File: src/rtl/text_pkg.sv
// Shared constants, control codes and state encoding for the text console writer.
package text_pkg;

    localparam int COLS       = 80;
    localparam int ROWS       = 30;
    localparam int TEXT_DEPTH = COLS * ROWS;

    localparam logic [6:0] BLANK = 7'h20;
    localparam logic [6:0] CH_LF = 7'h0A;
    localparam logic [6:0] CH_CR = 7'h0D;
    localparam logic [6:0] CH_BS = 7'h08;
    localparam logic [6:0] CH_FF = 7'h0C;

    typedef enum logic [2:0] {
        INIT    = 3'd0,
        CLR_ALL = 3'd1,
        IDLE    = 3'd2,
        WRITE   = 3'd3,
        SCR_RD  = 3'd4,
        SCR_WR  = 3'd5,
        CLR_ROW = 3'd6
    } console_state_t;

    function automatic logic is_printable(input logic [6:0] c);
        return (c >= 7'h20) && (c <= 7'h7E);
    endfunction

endpackage

File: src/rtl/cursor_addr.sv
// Linear text buffer address of a (row, col) cursor position.
module cursor_addr #(
    parameter int AW = 12
) (
    input  logic [4:0]    row,
    input  logic [6:0]    col,
    output logic [AW-1:0] addr
);

    // row*80 built as row*64 + row*16 so no multiplier is inferred
    assign addr = {{(AW-11){1'b0}}, row, 6'b000000}
                + {{(AW-9){1'b0}}, row, 4'b0000}
                + {{(AW-7){1'b0}}, col};

endmodule

File: src/rtl/text_console_writer.sv
// Write side of the 80x30 text buffer: cursor tracking, control codes,
// hardware scroll and clear through one write port and one sync read port.
module text_console_writer
    import text_pkg::*;
#(
    parameter int AW = 12,
    parameter int DW = 32
) (
    input  logic          clk,
    input  logic          reset,
    input  logic [7:0]    char_i,
    input  logic          char_valid,
    output logic          char_ready,
    output logic          ram_we,
    output logic [AW-1:0] ram_addr,
    output logic [DW-1:0] ram_wdata,
    output logic [AW-1:0] ram_raddr,
    input  logic [DW-1:0] ram_rdata,
    output logic [6:0]    cursor_col,
    output logic [4:0]    cursor_row,
    output logic          busy
);

    localparam logic [AW-1:0] LAST_A    = AW'(TEXT_DEPTH - 1);
    localparam logic [AW-1:0] ROW_CLR_A = AW'(TEXT_DEPTH - COLS);
    localparam logic [AW-1:0] COLS_A    = AW'(COLS);
    localparam logic [6:0]    LAST_COL  = 7'(COLS - 1);
    localparam logic [4:0]    LAST_ROW  = 5'(ROWS - 1);
    localparam logic [DW-1:0] BLANK_W   = {{(DW-7){1'b0}}, BLANK};

    console_state_t state_r;
    logic [6:0]    col_r;
    logic [4:0]    row_r;
    logic [AW-1:0] cnt_r;
    logic          is_bs_r;
    logic          we_r;
    logic [AW-1:0] addr_r;
    logic [DW-1:0] wdata_r;
    logic [AW-1:0] raddr_r;
    logic          ready_r;
    logic          busy_r;

    logic [6:0]    code_s;
    logic          accept_s;
    logic [6:0]    addr_col_s;
    logic [AW-1:0] cur_addr_s;
    logic          unused_bit_s;

    assign code_s       = char_i[6:0];
    assign unused_bit_s = char_i[7];
    assign accept_s     = char_valid & ready_r;

    // Backspace writes the cell left of the cursor; everything else the cursor cell
    always_comb begin
        addr_col_s = col_r;
        if ((state_r == IDLE) && (code_s == CH_BS) && (col_r != 7'd0)) begin
            addr_col_s = col_r - 7'd1;
        end else begin
            addr_col_s = col_r;
        end
    end

    cursor_addr #(.AW(AW)) u_cursor_addr (
        .row  (row_r),
        .col  (addr_col_s),
        .addr (cur_addr_s)
    );

    // Console state machine with registered RAM, handshake and status outputs.
    // The scroll read address runs one word ahead (parked at COLS otherwise) so
    // the read data is already on ram_rdata when SCR_WR's write data is latched.
    always_ff @(posedge clk or posedge reset) begin
        if (reset) begin
            state_r <= INIT;
            col_r   <= 7'd0;
            row_r   <= 5'd0;
            cnt_r   <= '0;
            is_bs_r <= 1'b0;
            we_r    <= 1'b0;
            addr_r  <= '0;
            wdata_r <= '0;
            raddr_r <= '0;
            ready_r <= 1'b0;
            busy_r  <= 1'b1;
        end else begin
            case (state_r)
                INIT: begin
                    state_r <= CLR_ALL;
                    cnt_r   <= '0;
                    we_r    <= 1'b1;
                    addr_r  <= '0;
                    wdata_r <= BLANK_W;
                    raddr_r <= COLS_A;
                    ready_r <= 1'b0;
                    busy_r  <= 1'b1;
                end
                CLR_ALL: begin
                    if (cnt_r == LAST_A) begin
                        state_r <= IDLE;
                        we_r    <= 1'b0;
                        ready_r <= 1'b1;
                        busy_r  <= 1'b0;
                        col_r   <= 7'd0;
                        row_r   <= 5'd0;
                    end else begin
                        cnt_r  <= cnt_r + 12'd1;
                        addr_r <= cnt_r + 12'd1;
                        we_r   <= 1'b1;
                    end
                end
                IDLE: begin
                    if (accept_s) begin
                        if (is_printable(code_s)) begin
                            state_r <= WRITE;
                            we_r    <= 1'b1;
                            addr_r  <= cur_addr_s;
                            wdata_r <= {{(DW-7){1'b0}}, code_s};
                            ready_r <= 1'b0;
                            is_bs_r <= 1'b0;
                        end else if (code_s == CH_LF) begin
                            col_r <= 7'd0;
                            if (row_r == LAST_ROW) begin
                                state_r <= SCR_RD;
                                cnt_r   <= COLS_A;
                                ready_r <= 1'b0;
                                busy_r  <= 1'b1;
                            end else begin
                                row_r <= row_r + 5'd1;
                            end
                        end else if (code_s == CH_CR) begin
                            col_r <= 7'd0;
                        end else if ((code_s == CH_BS) && (col_r != 7'd0)) begin
                            col_r   <= col_r - 7'd1;
                            state_r <= WRITE;
                            we_r    <= 1'b1;
                            addr_r  <= cur_addr_s;
                            wdata_r <= BLANK_W;
                            ready_r <= 1'b0;
                            is_bs_r <= 1'b1;
                        end else if (code_s == CH_FF) begin
                            state_r <= CLR_ALL;
                            cnt_r   <= '0;
                            we_r    <= 1'b1;
                            addr_r  <= '0;
                            wdata_r <= BLANK_W;
                            raddr_r <= COLS_A;
                            ready_r <= 1'b0;
                            busy_r  <= 1'b1;
                        end else begin
                            we_r <= 1'b0;
                        end
                    end else begin
                        we_r <= 1'b0;
                    end
                end
                WRITE: begin
                    we_r <= 1'b0;
                    if (is_bs_r) begin
                        state_r <= IDLE;
                        ready_r <= 1'b1;
                    end else if (col_r != LAST_COL) begin
                        col_r   <= col_r + 7'd1;
                        state_r <= IDLE;
                        ready_r <= 1'b1;
                    end else if (row_r != LAST_ROW) begin
                        col_r   <= 7'd0;
                        row_r   <= row_r + 5'd1;
                        state_r <= IDLE;
                        ready_r <= 1'b1;
                    end else begin
                        col_r   <= 7'd0;
                        state_r <= SCR_RD;
                        cnt_r   <= COLS_A;
                        busy_r  <= 1'b1;
                    end
                end
                SCR_RD: begin
                    state_r <= SCR_WR;
                    we_r    <= 1'b1;
                    addr_r  <= cnt_r - COLS_A;
                    wdata_r <= ram_rdata;
                    raddr_r <= (cnt_r == LAST_A) ? COLS_A : (cnt_r + 12'd1);
                end
                SCR_WR: begin
                    if (cnt_r == LAST_A) begin
                        state_r <= CLR_ROW;
                        we_r    <= 1'b1;
                        addr_r  <= ROW_CLR_A;
                        wdata_r <= BLANK_W;
                        cnt_r   <= ROW_CLR_A;
                    end else begin
                        state_r <= SCR_RD;
                        we_r    <= 1'b0;
                        cnt_r   <= cnt_r + 12'd1;
                    end
                end
                CLR_ROW: begin
                    if (cnt_r == LAST_A) begin
                        state_r <= IDLE;
                        we_r    <= 1'b0;
                        ready_r <= 1'b1;
                        busy_r  <= 1'b0;
                    end else begin
                        cnt_r  <= cnt_r + 12'd1;
                        addr_r <= cnt_r + 12'd1;
                        we_r   <= 1'b1;
                    end
                end
                default: begin
                    state_r <= INIT;
                    we_r    <= 1'b0;
                    ready_r <= 1'b0;
                    busy_r  <= 1'b1;
                end
            endcase
        end
    end

    assign char_ready = ready_r;
    assign ram_we     = we_r;
    assign ram_addr   = addr_r;
    assign ram_wdata  = wdata_r;
    assign ram_raddr  = raddr_r;
    assign cursor_col = col_r;
    assign cursor_row = row_r;
    assign busy       = busy_r;

endmodule

File: config.mk
export PLATFORM = sky130hd
export DESIGN_NAME = text_console_writer
export DESIGN_NICKNAME = d
export VERILOG_FILES = /design/src/rtl/text_pkg.sv /design/src/rtl/cursor_addr.sv /design/src/rtl/text_console_writer.sv
export SDC_FILE = /design/constraint.sdc
export NUM_CORES = 1
export LEC_CHECK = 0
export ABC_CLOCK_PERIOD_IN_PS = 4930
export CORE_MARGIN = 2
export CORE_UTILIZATION = 45
export CTS_CLUSTER_SIZE = 24
export DETAILED_ROUTE_END_ITERATION = 6
export PLACE_DENSITY = 0.72
export SLEW_MARGIN = 20
export SYNTH_ARGS = -nofsm -noshare
export SYNTH_HDL_FRONTEND = slang
export SYNTH_SLANG_ARGS = --single-unit
File: constraint.sdc
create_clock -name clk -period 4.93 [get_ports clk]
set_clock_uncertainty 0.1 [all_clocks]
set_input_delay 1.2325 -clock clk [delete_from_list [all_inputs] [get_ports clk]]
set_output_delay 1.2325 -clock clk [all_outputs]
set_load 0.02 [all_outputs]
# ---- After elaboration in Yosys (flattened, before gate mapping)
# Cells that the tools add are included.
dict set report word_totals {
  regBits 87
  latch_bits 0
  mem_bits_rw 0
  rom_bits 0
  inputBits 43
  output_inout_bits 71
  word_cells 199
  mem_count 0
}
dict set report classes {
  add_sub_neg 7
  multipliers 0
  div 0
  n_lt_le_gt_ge 2
  eq_ne 46
  shift 0
  mux 105
  bitwise 2
  reduce_logical 26
}
# cell n
set op_table {}
lappend op_table {{$mux W12} 25}
lappend op_table {{$mux W32} 7}
lappend op_table {{$pmux W32 S4} 1}
lappend op_table {{$pmux W12 S5} 2}
lappend op_table {{$mux W7} 9}
lappend op_table {{$mux W5} 8}
lappend op_table {{$pmux W12 S3} 1}
lappend op_table {{$mux W1} 34}
lappend op_table {{$mux W3} 11}
lappend op_table {{$ne A2 B2 Y1 const B} 15}
lappend op_table {{$eq A7 B4 Y1 const B} 4}
lappend op_table {{$reduce_and A11 Y1} 2}
lappend op_table {{$pmux W7 S3} 1}
lappend op_table {{$reduce_and A7 Y1} 3}
lappend op_table {{$pmux W3 S6} 1}
lappend op_table {{$ne A4 B4 Y1 const B} 4}
lappend op_table {{$pmux W5 S3} 1}
lappend op_table {{$add A11 B9 Y12} 1}
lappend op_table {{$add A12 B1 Y12 const B} 1}
lappend op_table {{$add A12 B7 Y12} 1}
lappend op_table {{$eq A12 B12 Y1 const B} 1}
lappend op_table {{$ne A3 B3 Y1 const B} 4}
lappend op_table {{$pmux W1 S4} 3}
lappend op_table {{$reduce_and A6 Y1} 2}
lappend op_table {{32 further kinds} 46}

# ---- Depth between registers and ports, before layout
# Gate-level depths: netlist of run 1.
dict set report logic_depth {
  depth_word 11
  ltp_mapped 17
  ltp_nobuf 16
}

# ---- Modules after synthesis
# A second synthesis of run 1 with hierarchy kept.
dict set report unflattened {
  cells_unflattened 572
  hier_area_um2 5595.4
}
# module instances cells_each area_per_inst_um2 seq_area_each_um2
set modules_own_cells {}
lappend modules_own_cells {text_console_writer 1 532 5265.0 2178.3}
lappend modules_own_cells {cursor_addr 1 40 330.3 0.0}

# ---- Worst setup path before layout of run 1
# OpenSTA, ideal clock, no wires.
dict set report synth_timing {
  path_type {input to register}
  startpoint {in char_i[4]}
  endpoint {reg addr_r[11], in the netlist ram_addr[11]}
  setup_ns 0.125
  arrival_time_ns 4.694
  setup_slack_ns 0.011
  cell_stages 14
  n_path_buf 0
  path_cell_list {nor4b_1 > o211ai_1 > nor3_1 > nand2_1 > xor2_1 > fa_1 > inv_1 > fa_1 > a21o_1 > a21oi_1 > nor2b_1 > o21ai_0 > o221ai_1 > mux2_2}
}
dict set report synth_between {
  elab_chain_len 11
  elab_cells_between_ends 22
  classes_between {1 x add/sub; 2 x order compare; 7 x eq/ne; 7 x mux; 5 x reduce/logical}
}
# item line
set synth_lines {}
lappend synth_lines {{start: declaration} text_console_writer.sv:11} ;# input logic [7:0] char_i,
lappend synth_lines {{$eq A7 B4 Y1} {text_console_writer.sv:56, text_console_writer.sv:132}}
lappend synth_lines {{$logic_and A1 B1 Y1 (2 in series)} text_console_writer.sv:56} ;# if ((state_r == IDLE) && (code_s == CH_BS) && (col_r != 7'd0)) begin
lappend synth_lines {{$mux W7} text_console_writer.sv:56}
lappend synth_lines {{$add A12 B7 Y12} cursor_addr.sv:13} ;# + {{(AW-7){1'b0}}, col};
lappend synth_lines {{$mux W12} text_console_writer.sv:132} ;# end else if ((code_s == CH_BS) && (col_r != 7'd0)) begin
lappend synth_lines {{$mux W12} text_console_writer.sv:130} ;# end else if (code_s == CH_CR) begin
lappend synth_lines {{$mux W12} text_console_writer.sv:120} ;# end else if (code_s == CH_LF) begin
lappend synth_lines {{$mux W12} text_console_writer.sv:113} ;# if (is_printable(code_s)) begin
lappend synth_lines {{$mux W12} text_console_writer.sv:112} ;# if (accept_s) begin
lappend synth_lines {{$pmux W12 S5} text_console_writer.sv:86} ;# case (state_r)
lappend synth_lines {{end signal: assignment} text_console_writer.sv:107} ;# addr_r <= cnt_r + 12'd1;
lappend synth_lines {{end signal: assignment} text_console_writer.sv:116} ;# addr_r <= cur_addr_s;
lappend synth_lines {{end signal: assignment} text_console_writer.sv:136} ;# addr_r <= cur_addr_s;
lappend synth_lines {{end: declaration} text_console_writer.sv:37} ;# logic [AW-1:0] addr_r;
# Several ways; a longest one is shown, not always the timed one. The select of a mux whose other input is x is not followed.
# A chain may end at the register's enable or synchronous reset.

# ---- Final worst setup path of run 1
# Same ends and word-level chain as after synthesis.

==> out/results.ini, run 1 <==
[run_status]
outcome = finished with violations
violations = DRC

[setup_path]
r2r_start = cursor_col[0]
cpPeakStageDelay_ns = 0.48
r2r_slack_ns = 0.59
path_cells = clkdlybuf4s50_1 > nor4b_4 > o211ai_1 > nor3_2 > nand2_1 > xor2_1 > fa_1 > inv_1 > fa_1 > a21o_1 > a21oi_2 > nor2b_1 > o21ai_0 > o221ai_1 > mux2_2
crit_cells = 15
critPathTopFamily = adder cells
crit_start = char_i[4]
required_ns = 5.07
r2r_cells = 17
crit_fanout = 2
critPathKind = in -> reg
path_buf_inv = 2
crit_arrival_ns = 4.77
critPathCapture = ram_addr[11]
cp_slowest_cell = fa_1
r2r_end = ram_addr[11]
path_common_cell = fa_1
endpoint_kind = flip-flop
cp-start-kind = primary input

[routing]
postRouteAntennaNets = 0
dr.pass1.iters = 7
top_layer = met4
vias_per_cell = 6.06
wl_per_cell_microns = 18.0
route.met2.wl_microns = 6950
wl_met1_microns = 6620
post-route-drc-count = 8
routed_wl_microns = 15200
num_vias = 5099
drt_iter0_markers = 573
met3_length_microns = 1360

[yosys]
synthFlopType = dfrtp_1
postSynthCellCount = 588
synth-edff-count = 0
seq_area_frac_synth = 0.406
yosys_warnings = 0
synth.distinct_cells = 68
synth_nets = 651
synth_seq_cells = 87
synthArstFlopShare = 1.00
syn_avg_cell_area_sq_um = 9.12
syn-cell-area_sq_mm = 0.00536

[sta]
worst_pin_slew_ns = 1.03
slew_viol_final = 0
fin_crit_sh = 0.938
tns_ns = 0
setup_viol = 0
timing.fmax_mhz = 216
period_minus_slack_ns = 4.62
grt_setup_unrepaired = no
whs_ns = 0.378
finalHoldViolCount = 0
relSlewSlack = 0.314

[die]
die_h_microns = 113
coreArea_sq_mm = 0.0115
io_pins = 114
die-area_sq_mm = 0.0128
rows = 39
chipWidth_microns = 113
start_util = 0.466

[finish]
register_area_sq_mm = 0.00218
syn2layout_area_growth_pct = 30.6
drive_gt1_frac = 0.110
n_antenna_cell = 0
finish.utilization = 0.608
nets = 757
multi_input_area_sq_mm = 0.00295
fillers = 974
layoutNonFillerInstCount = 842
final_area_sq_mm = 0.00700

[place]
place_hpwl_microns = 11100
dp_cells = 825
portBuffers = 112
placed_area_sq_mm = 0.00667
finalWeightedCongestion = 0.892

[cts]
cts.htree.levels = 3
clockBufferDepth = 2
cts_sinks = 87
root_buffer = clkbuf_16
clk-insertion-delay-late_ns = 0.36
cts_hold_buf = 0
cts_tree = built
clkTransAtPathRegs_ns = 0.06
cts_made_buffers = 9

[power]
p_leak_nw = 2.93
power_per_cell_area_mw_per_mm2 = 556
vdd_ir_drop_max_mv = 0.278

[grt]
grt_pass1_wl_microns = 24900
globalRouteOverflowTotal = 0
antenna_found_initial = 0
grt_use_total = 0.242
grt_pass1_vias = 4917
grt_max_degree = 52

[hold_path]
hp-class = reg -> reg
whs_path_depth = 2

[run]
drv_cap = 0

cells in the final DEF, fill, tap and decap left out, drive strengths merged, types with 7 or more instances in the layout:
cell type        n
o21a             7
or3              9
mux2            16
a21oi           22
nor2            33
o31ai           14
nand4            8
a22oi            9
dfrtp           86
ha              18
nand2           55
clkdlybuf4s50  112
buf             26
a22o            27
nor2b            7
nor3            11
o22ai           10
o21ai           56
clkbuf           9
inv             20
nand3           14
xnor2           13
worst min-delay path by stage:
| stage | endpoint | startpoint | slack, ns |
|---|---|---|---|
| 2_1_floorplan | is_bs_r | is_bs_r | 0.40 |
| 3_3_place_gp | ram_wdata[3] | ram_wdata[3] | 0.37 |
| 3_5_place_dp | ram_raddr[11] | ram_raddr[11] | 0.37 |
| 4_1_cts | ram_raddr[11] | ram_raddr[11] | 0.39 |
| 5_1_grt | ram_wdata[31] | ram_wdata[31] | 0.42 |
| 6_report | ram_raddr[11] | ram_raddr[11] | 0.38 |
worst reg2reg max path, stage by stage, from the launching register on:
cell and delay (ns):
dfrtp_1 0.48, inv_1 0.17, ha_1 0.19, or4b_2 0.62
o211ai_1 0.29, nor3_2 0.09, buf_4 0.15, nand2_1 0.06
xnor2_1 0.11, ha_1 0.25, ha_1 0.22, fa_1 0.41
a21o_1 0.22, a21oi_2 0.17, nor2b_1 0.07, o21ai_0 0.19
o221ai_1 0.15, mux2_2 0.29
layer usage:
metal | global-route usage | up-vias
met4 | 0.0659 | 0
met5 | 0 | -
met1 | 0.334 | 2446
li1 | - | 2386
met2 | 0.376 | 246
met3 | 0.0680 | 21
state kept, by name, indices dropped and copies added, names as in the netlist:
register / cells
is_bs_r: 1
state_r: 3
cursor_col: 7
busy: 1
cnt_r: 12
ram_raddr: 12
ram_addr: 12
ram_we: 1
ram_wdata: 32
char_ready: 1
cursor_row: 5
report_power, final:
group | total (W) | internal [W] | leakage (nW) | switching [W]
Clock | 0.000690 | 0.000393 | 0.145 | 0.000297
Combinational | 0.00202 | 0.000859 | 1.64 | 0.00116
Sequential | 0.00119 | 0.000914 | 1.15 | 0.000278
cells by family after synthesis:
| family | count (synthesis) | share of synthesized area |
|---|---|---|
| buffers and inverters | 64 | 0.0483 |
| and+or+nand+nor | 185 | 0.177 |
| DFF | 87 | 0.406 |
| xor gates and xnor gates | 19 | 0.0310 |
| AOI/OAI and AO/OA | 193 | 0.247 |
| adders and majority gates | 20 | 0.0495 |
| muxes | 20 | 0.0411 |
repair_timing:
item,CTS,global route
endpoints found under the setup margin,1,3
pin swaps,0,1
gates cloned,0,0
gates resized for setup,1,3
buffers inserted,0,1
cells in the mapped netlist (3+ instances only):
cell	number	share of area
a21oi_1	22	0.021
nor2b_1	7	0.0082
or3_1	9	0.010
a221oi_1	5	0.0082
o31ai_1	13	0.018
nand3_1	14	0.013
mux2_2	16	0.034
inv_1	20	0.014
dfrtp_1	86	0.40
a211oi_1	6	0.0084
nor3_1	11	0.010
nor4_1	6	0.0070
buf_1	4	0.0028
or4_1	3	0.0042
a22oi_1	9	0.013
a22o_1	27	0.044
clkbuf_1	29	0.020
nand4_1	8	0.0093
xnor2_1	13	0.021
buf_2	9	0.0084
o21ai_1	6	0.0056
nand2_1	55	0.038
nand3b_1	6	0.0084
a31oi_1	6	0.0070
and2_1	6	0.0070
nand2b_1	6	0.0070
o21a_1	7	0.0098
o22ai_1	10	0.012
o21ai_0	50	0.047
or2_2	5	0.0058
o221ai_1	5	0.0082
xor2_1	6	0.0098
mux2i_1	4	0.0075
ha_1	18	0.042
o21bai_1	3	0.0042
nor2_1	33	0.023
and3_1	5	0.0058
stage by stage:
stage,power (W),setup slack [ns]
after detailed placement,0.00319,-0.426
after CTS,0.00389,0.104
after global routing,0.00415,0.00761
after global placement,0.00313,-0.284
after floorplan,0.00249,0.0111
final,0.00390,0.307
layout make-up:
| cell class | count | share of cell area |
|---|---|---|
| multi-input cells | 437 | 0.421 |
| flip-flops and latches | 87 | 0.311 |
| repair buffers | 138 | 0.188 |
| clock buffers | 9 | 0.0322 |
| well taps | 143 | 0.0255 |
| inverters | 21 | 0.0114 |
| clock inverters | 7 | 0.0105 |
Note: power is estimated with default switching activity, not from simulation.
==> run 2: changes to the inputs <==
- ABC_CLOCK_PERIOD_IN_PS: 4930 -> 5700
- clock period: 4.93 -> 5.7 ns (I/O delays scaled with it)
==> run 2 against run 1 <==
  * The flow still finishes with violations (DRC)
  * Sequential cell count is the same
  * Sequential power shrank 13%
  * Cell count shrank 2.0%
  * Highest routed layer unchanged
  * Worst hold slack gained 0.0039 ns
  * Clock-buffer cell count grew 2
==> out/results.ini, run 2 (same netlist as run 1, synthesis figures left out) <==
[die]
io_pins = 114
chipWidth_microns = 113
start_util = 0.466
rows = 39
coreArea_sq_mm = 0.0115
die-area_sq_mm = 0.0128
die_h_microns = 113

[sta]
timing.fmax_mhz = 186
relSlewSlack = 0.423
fin_crit_sh = 0.942
setup_viol = 0
finalHoldViolCount = 0
worst_slack_ns = 0.329
grt_setup_unrepaired = no
period_minus_slack_ns = 5.37
worst_pin_slew_ns = 0.856
slew_viol_final = 0
tns_ns = 0

[cts]
cts_tree = built
postCtsSetupBuffers = 0
cts_resized = 0
cts.htree.levels = 3
cts_hold_buf = 0
clk-insertion-delay-late_ns = 0.36
clockBufferDepth = 2
cts_made_buffers = 9
root_buffer = clkbuf_16
clkTransAtPathRegs_ns = 0.06
cts_sinks = 87

[setup_path]
cpPeakStageDelay_ns = 0.51
cp_slowest_cell = nor4b_1
required_ns = 5.84
path_buf_inv = 2
critPathKind = in -> reg
critPathTopFamily = simple AND/OR/NAND/NOR gates
endpoint_kind = flip-flop
crit_fanout = 5
path_common_cell = fa_1
cp-start-kind = primary input
crit_arrival_ns = 5.51
path_cells = clkdlybuf4s50_1 > nor4b_1 > o211ai_1 > nor3_1 > nand2_1 > xor2_1 > fa_1 > inv_1 > fa_1 > a21o_1 > a21oi_1 > nor2b_1 > o21ai_0 > o221ai_1 > mux2_2

[finish]
drive_gt1_frac = 0.0821
syn2layout_area_growth_pct = 28.3
layoutNonFillerInstCount = 825
n_antenna_cell = 0
final_common_cell = clkdlybuf4s50_1
nets = 740
largest_reg_flops = 32
most-common-layout-cells = 112 x clkdlybuf4s50_1, 86 x dfrtp_1, 55 x nand2_1

[run_status]
violations = DRC
outcome = finished with violations

[routing]
num_vias = 4968
postRouteAntennaNets = 0
post-route-drc-count = 8
drt_iter0_markers = 487
wl_per_cell_microns = 18.0
dr.pass1.iters = 7
routed_wl_microns = 14900
vias_per_cell = 6.02

[place]
dp_cells = 809
post-place-ws_ns = 0.0608
portBuffers = 112
finalWeightedCongestion = 0.907
place_hpwl_microns = 10800

[power]
p_leak_nw = 2.86
power_per_cell_area_mw_per_mm2 = 492
vdd_ir_drop_max_mv = 0.314

[grt]
grt_pass1_wl_microns = 24700
globalRouteOverflowTotal = 0
antenna_found_initial = 0
grt_max_degree = 51
grt_use_total = 0.242
grt_pass1_vias = 4884

[hold_path]
hp-class = reg -> reg

[run]
drv_cap = 0

## run 2: layer usage
| layer | part of all wire | track usage | vias up |
|---|---|---|---|
| met2 | 0.46 | 0.378 | 190 |
| met1 | 0.45 | 0.321 | 2402 |
| met5 | 0 | 0 | - |
| li1 | - | - | 2355 |
| met4 | 0.022 | 0.112 | 0 |
| met3 | 0.068 | 0.0568 | 21 |
## run 2: worst register-to-register path, cell delays in order, from the launching register on
cell	delay (ns)
dfrtp_1	0.49
inv_1	0.18
ha_1	0.19
or4b_2	0.61
o211ai_1	0.27
nor3_1	0.14
nand2_1	0.10
xor2_1	0.08
fa_1	0.50
inv_1	0.07
fa_1	0.46
a21o_1	0.20
a21oi_1	0.24
nor2b_1	0.07
o21ai_0	0.19
o221ai_1	0.15
mux2_2	0.28
## run 2: cell type report
type,instances,area [sq um]
Fill cell,1044,4640
Multi-Input combinational cell,437,2930
Sequential cell,87,2180
Timing Repair Buffer,121,1190
Clock buffer,11,243
Tap cell,143,179
Clock inverter,5,82.6
Inverter,21,80.1
## run 2: report_power, final
| group | internal [W] | switching (W) | leakage [nW] |
|---|---|---|---|
| registers | 0.000790 | 0.000247 | 1.15 |
| clock network | 0.000397 | 0.000250 | 0.160 |
| logic | 0.000721 | 0.000978 | 1.55 |
| total | 0.00191 | 0.00148 | 2.86 |
## run 2: final timing paths
check / from / cells past startpoint / to / slack (ns)
max in group asynchronous: reset / 3 / cursor_row[2] / 3.09
worst max-delay path: char_i[5] / 15 / ram_addr[11] / 0.33
min in group asynchronous: reset / 2 / ram_wdata[8] / 1.42
worst min register to register: ram_wdata[6] / 2 / ram_wdata[6] / 0.38
worst min-delay path: ram_wdata[6] / 2 / ram_wdata[6] / 0.38
worst max register to register: cursor_col[0] / 16 / ram_addr[11] / 1.27
## run 2: metrics by stage
| step | instance area, sq um | hold WS (ns) | power, W | util |
|---|---|---|---|---|
| final | 6880 | 0.382 | 0.00338 | 0.597 |
| after global placement | 6550 | 0.367 | 0.00268 | 0.569 |
| after CTS | 6880 | 0.386 | 0.00339 | 0.597 |
| after global routing | 6880 | 0.416 | 0.00361 | 0.597 |
| after detailed placement | 6550 | 0.373 | 0.00273 | 0.569 |
| after floorplan | 5360 | 0.403 | 0.00215 | - |
==> run 3: changes to the inputs <==
- CORE_UTILIZATION: 45 -> 35
- PLACE_DENSITY: 0.72 -> default
==> run 3 against run 2 <==
  * The run now ends clean
  * Clock-buffer cell count fell by 1
  * Total power decreased by 1.7%
  * Combinational power hardly changed
  * Clock power down 9.9%
  * Wire length rose by 4.1%
  * Global-route usage fell by 4.7 points
  * Core utilization fell by 14 points
  * Sequential cell count unchanged
  * Critical path depth increased by 1
  * Cell count up 5.9%
  * Critical path type unchanged
  * Largest power group unchanged
==> out/results.ini, run 3 (same netlist as run 1, synthesis figures left out) <==
[power]
power_per_cell_area_mw_per_mm2 = 479
p_seq_frac = 0.312
vdd_ir_drop_max_mv = 0.182
switching_share = 0.445
combinationalPowerShare = 0.513
intPower_w = 0.00185
p_leak_nw = 2.86
p_sw_w = 0.00148
clkPwrFrac = 0.175

[routing]
dr.pass1.iters = 5
routed_wl_microns = 15500
post-route-drc-count = 0
vias_per_cell = 5.68
num_vias = 4961
wl_per_cell_microns = 17.7
drt_iter0_markers = 344
postRouteAntennaNets = 0

[sta]
relSlewSlack = 0.441
worst_pin_slew_ns = 0.830
period_minus_slack_ns = 5.30
setup_viol = 0
timing.fmax_mhz = 189
slew_viol_final = 0
finalHoldViolCount = 0
tns_ns = 0
grt_setup_unrepaired = no
fin_crit_sh = 0.930

[setup_path]
crit_arrival_ns = 5.43
path_cells = clkdlybuf4s50_1 > nor4b_1 > buf_4 > o211ai_1 > nor3_1 > nand2_1 > xor2_1 > fa_1 > inv_1 > fa_1 > a21o_1 > a21oi_1 > nor2b_1 > o21ai_0 > o221ai_1 > mux2_2
r2r_slack_ns = 1.27
critPathTopFamily = adder cells
crit_fanout = 6
r2r_end = ram_addr[11]
cp_slowest_cell = fa_1
critPathKind = in -> reg
path_common_cell = fa_1
cpPeakStageDelay_ns = 0.50
required_ns = 5.83
cp-start-kind = primary input
crit_cells = 16
endpoint_kind = flip-flop
r2r_cells = 16
r2r_start = cursor_col[0]
path_buf_inv = 3

[die]
io_pins = 114
die-area_sq_mm = 0.0163
die_h_microns = 128
rows = 45
chipWidth_microns = 128
coreArea_sq_mm = 0.0151
start_util = 0.355

[grt]
grt_pass1_wl_microns = 25500
antenna_found_initial = 0
globalRouteOverflowTotal = 0
grt_use_total = 0.196
grt_max_degree = 59
grt_pass1_vias = 4766

[finish]
finish.utilization = 0.460
most-common-layout-cells = 112 x clkdlybuf4s50_1, 86 x dfrtp_1, 55 x nand2_1
final_area_sq_mm = 0.00694
drive_gt1_frac = 0.0889
largest_reg_flops = 32
n_antenna_cell = 0
nets = 744
final_common_cell = clkdlybuf4s50_1
fillers = 1482
syn2layout_area_growth_pct = 29.3

[place]
finalWeightedCongestion = 0.879
portBuffers = 112
placed_area_sq_mm = 0.00664
place_hpwl_microns = 11300

[cts]
postCtsSetupBuffers = 0
cts_sinks = 87
cts_hold_buf = 0
clkTransAtPathRegs_ns = 0.06
cts.htree.levels = 3
cts_made_buffers = 9
cts_tree = built
root_buffer = clkbuf_16
cts_resized = 0
clk-insertion-delay-late_ns = 0.34
clockBufferDepth = 2

[run_status]
outcome = finished, final reports clean

[hold_path]
min-delay-start = ram_wdata[6]
hp-class = reg -> reg
whs_path_depth = 2
min_to = ram_wdata[6]

[run]
drv_cap = 0

-- run 3: layer usage --
layer / vias to the layer above / wire, microns / global-route usage
met5: - / 0 / 0
met4: 0 / 284 / 0.0549
met3: 25 / 1170 / 0.0626
met2: 204 / 6940 / 0.287
met1: 2367 / 7090 / 0.277
li1: 2365 / - / -
-- run 3: worst max path at each step --
stage	start	endpoint	slack [ns]
after global routing	char_i[5]	ram_addr[11]	0.05
after CTS	char_i[5]	ram_addr[11]	0.46
after global placement	char_i[5]	ram_addr[11]	0.11
after floorplan	char_i[4]	ram_addr[11]	0.59
final	char_i[5]	ram_addr[11]	0.40
after detailed placement	char_i[5]	ram_addr[11]	0.10
-- run 3: cell type report --
cell class                      count  area, sq um  share of cell area
Multi-Input combinational cell    437         2930               0.423
Sequential cell                    87         2180               0.314
Timing Repair Buffer              125         1220               0.176
Tap cell                          188          235              0.0339
Clock buffer                       10          229              0.0330
Inverter                           21         81.3              0.0117
Clock inverter                      6         61.3             0.00884
-- run 3: power by group through the flow --
stage	clock [W]	combinational [W]	sequential, W
after floorplan	0	0.00110	0.00105
after global placement	0	0.00167	0.00104
after detailed placement	0	0.00170	0.00105
after CTS	0.000602	0.00170	0.00104
after global routing	0.000633	0.00189	0.00108
final	0.000582	0.00171	0.00104
-- run 3: worst reg2reg max path, cell delays in order (launching register included) --
cell      delay [ns]
dfrtp_1         0.50
inv_1           0.18
ha_1            0.18
or4b_2          0.61
o211ai_1        0.29
nor3_1          0.14
nand2_1         0.10
xor2_1          0.08
fa_1            0.50
inv_1           0.07
fa_1            0.46
a21o_1          0.20
a21oi_1         0.21
nor2b_1         0.06
o21ai_0         0.20
o221ai_1        0.16
mux2_2          0.29
-- run 3: metrics by stage --
| stage | std cells | total power, W | setup slack, ns | hold slack, ns |
|---|---|---|---|---|
| after floorplan | 588 | 0.00215 | 0.589 | 0.403 |
| after global placement | 858 | 0.00271 | 0.107 | 0.366 |
| after detailed placement | 858 | 0.00274 | 0.102 | 0.374 |
| after CTS | 874 | 0.00334 | 0.457 | 0.390 |
| after global routing | 874 | 0.00360 | 0.0500 | 0.414 |
| final | 874 | 0.00332 | 0.400 | 0.383 |
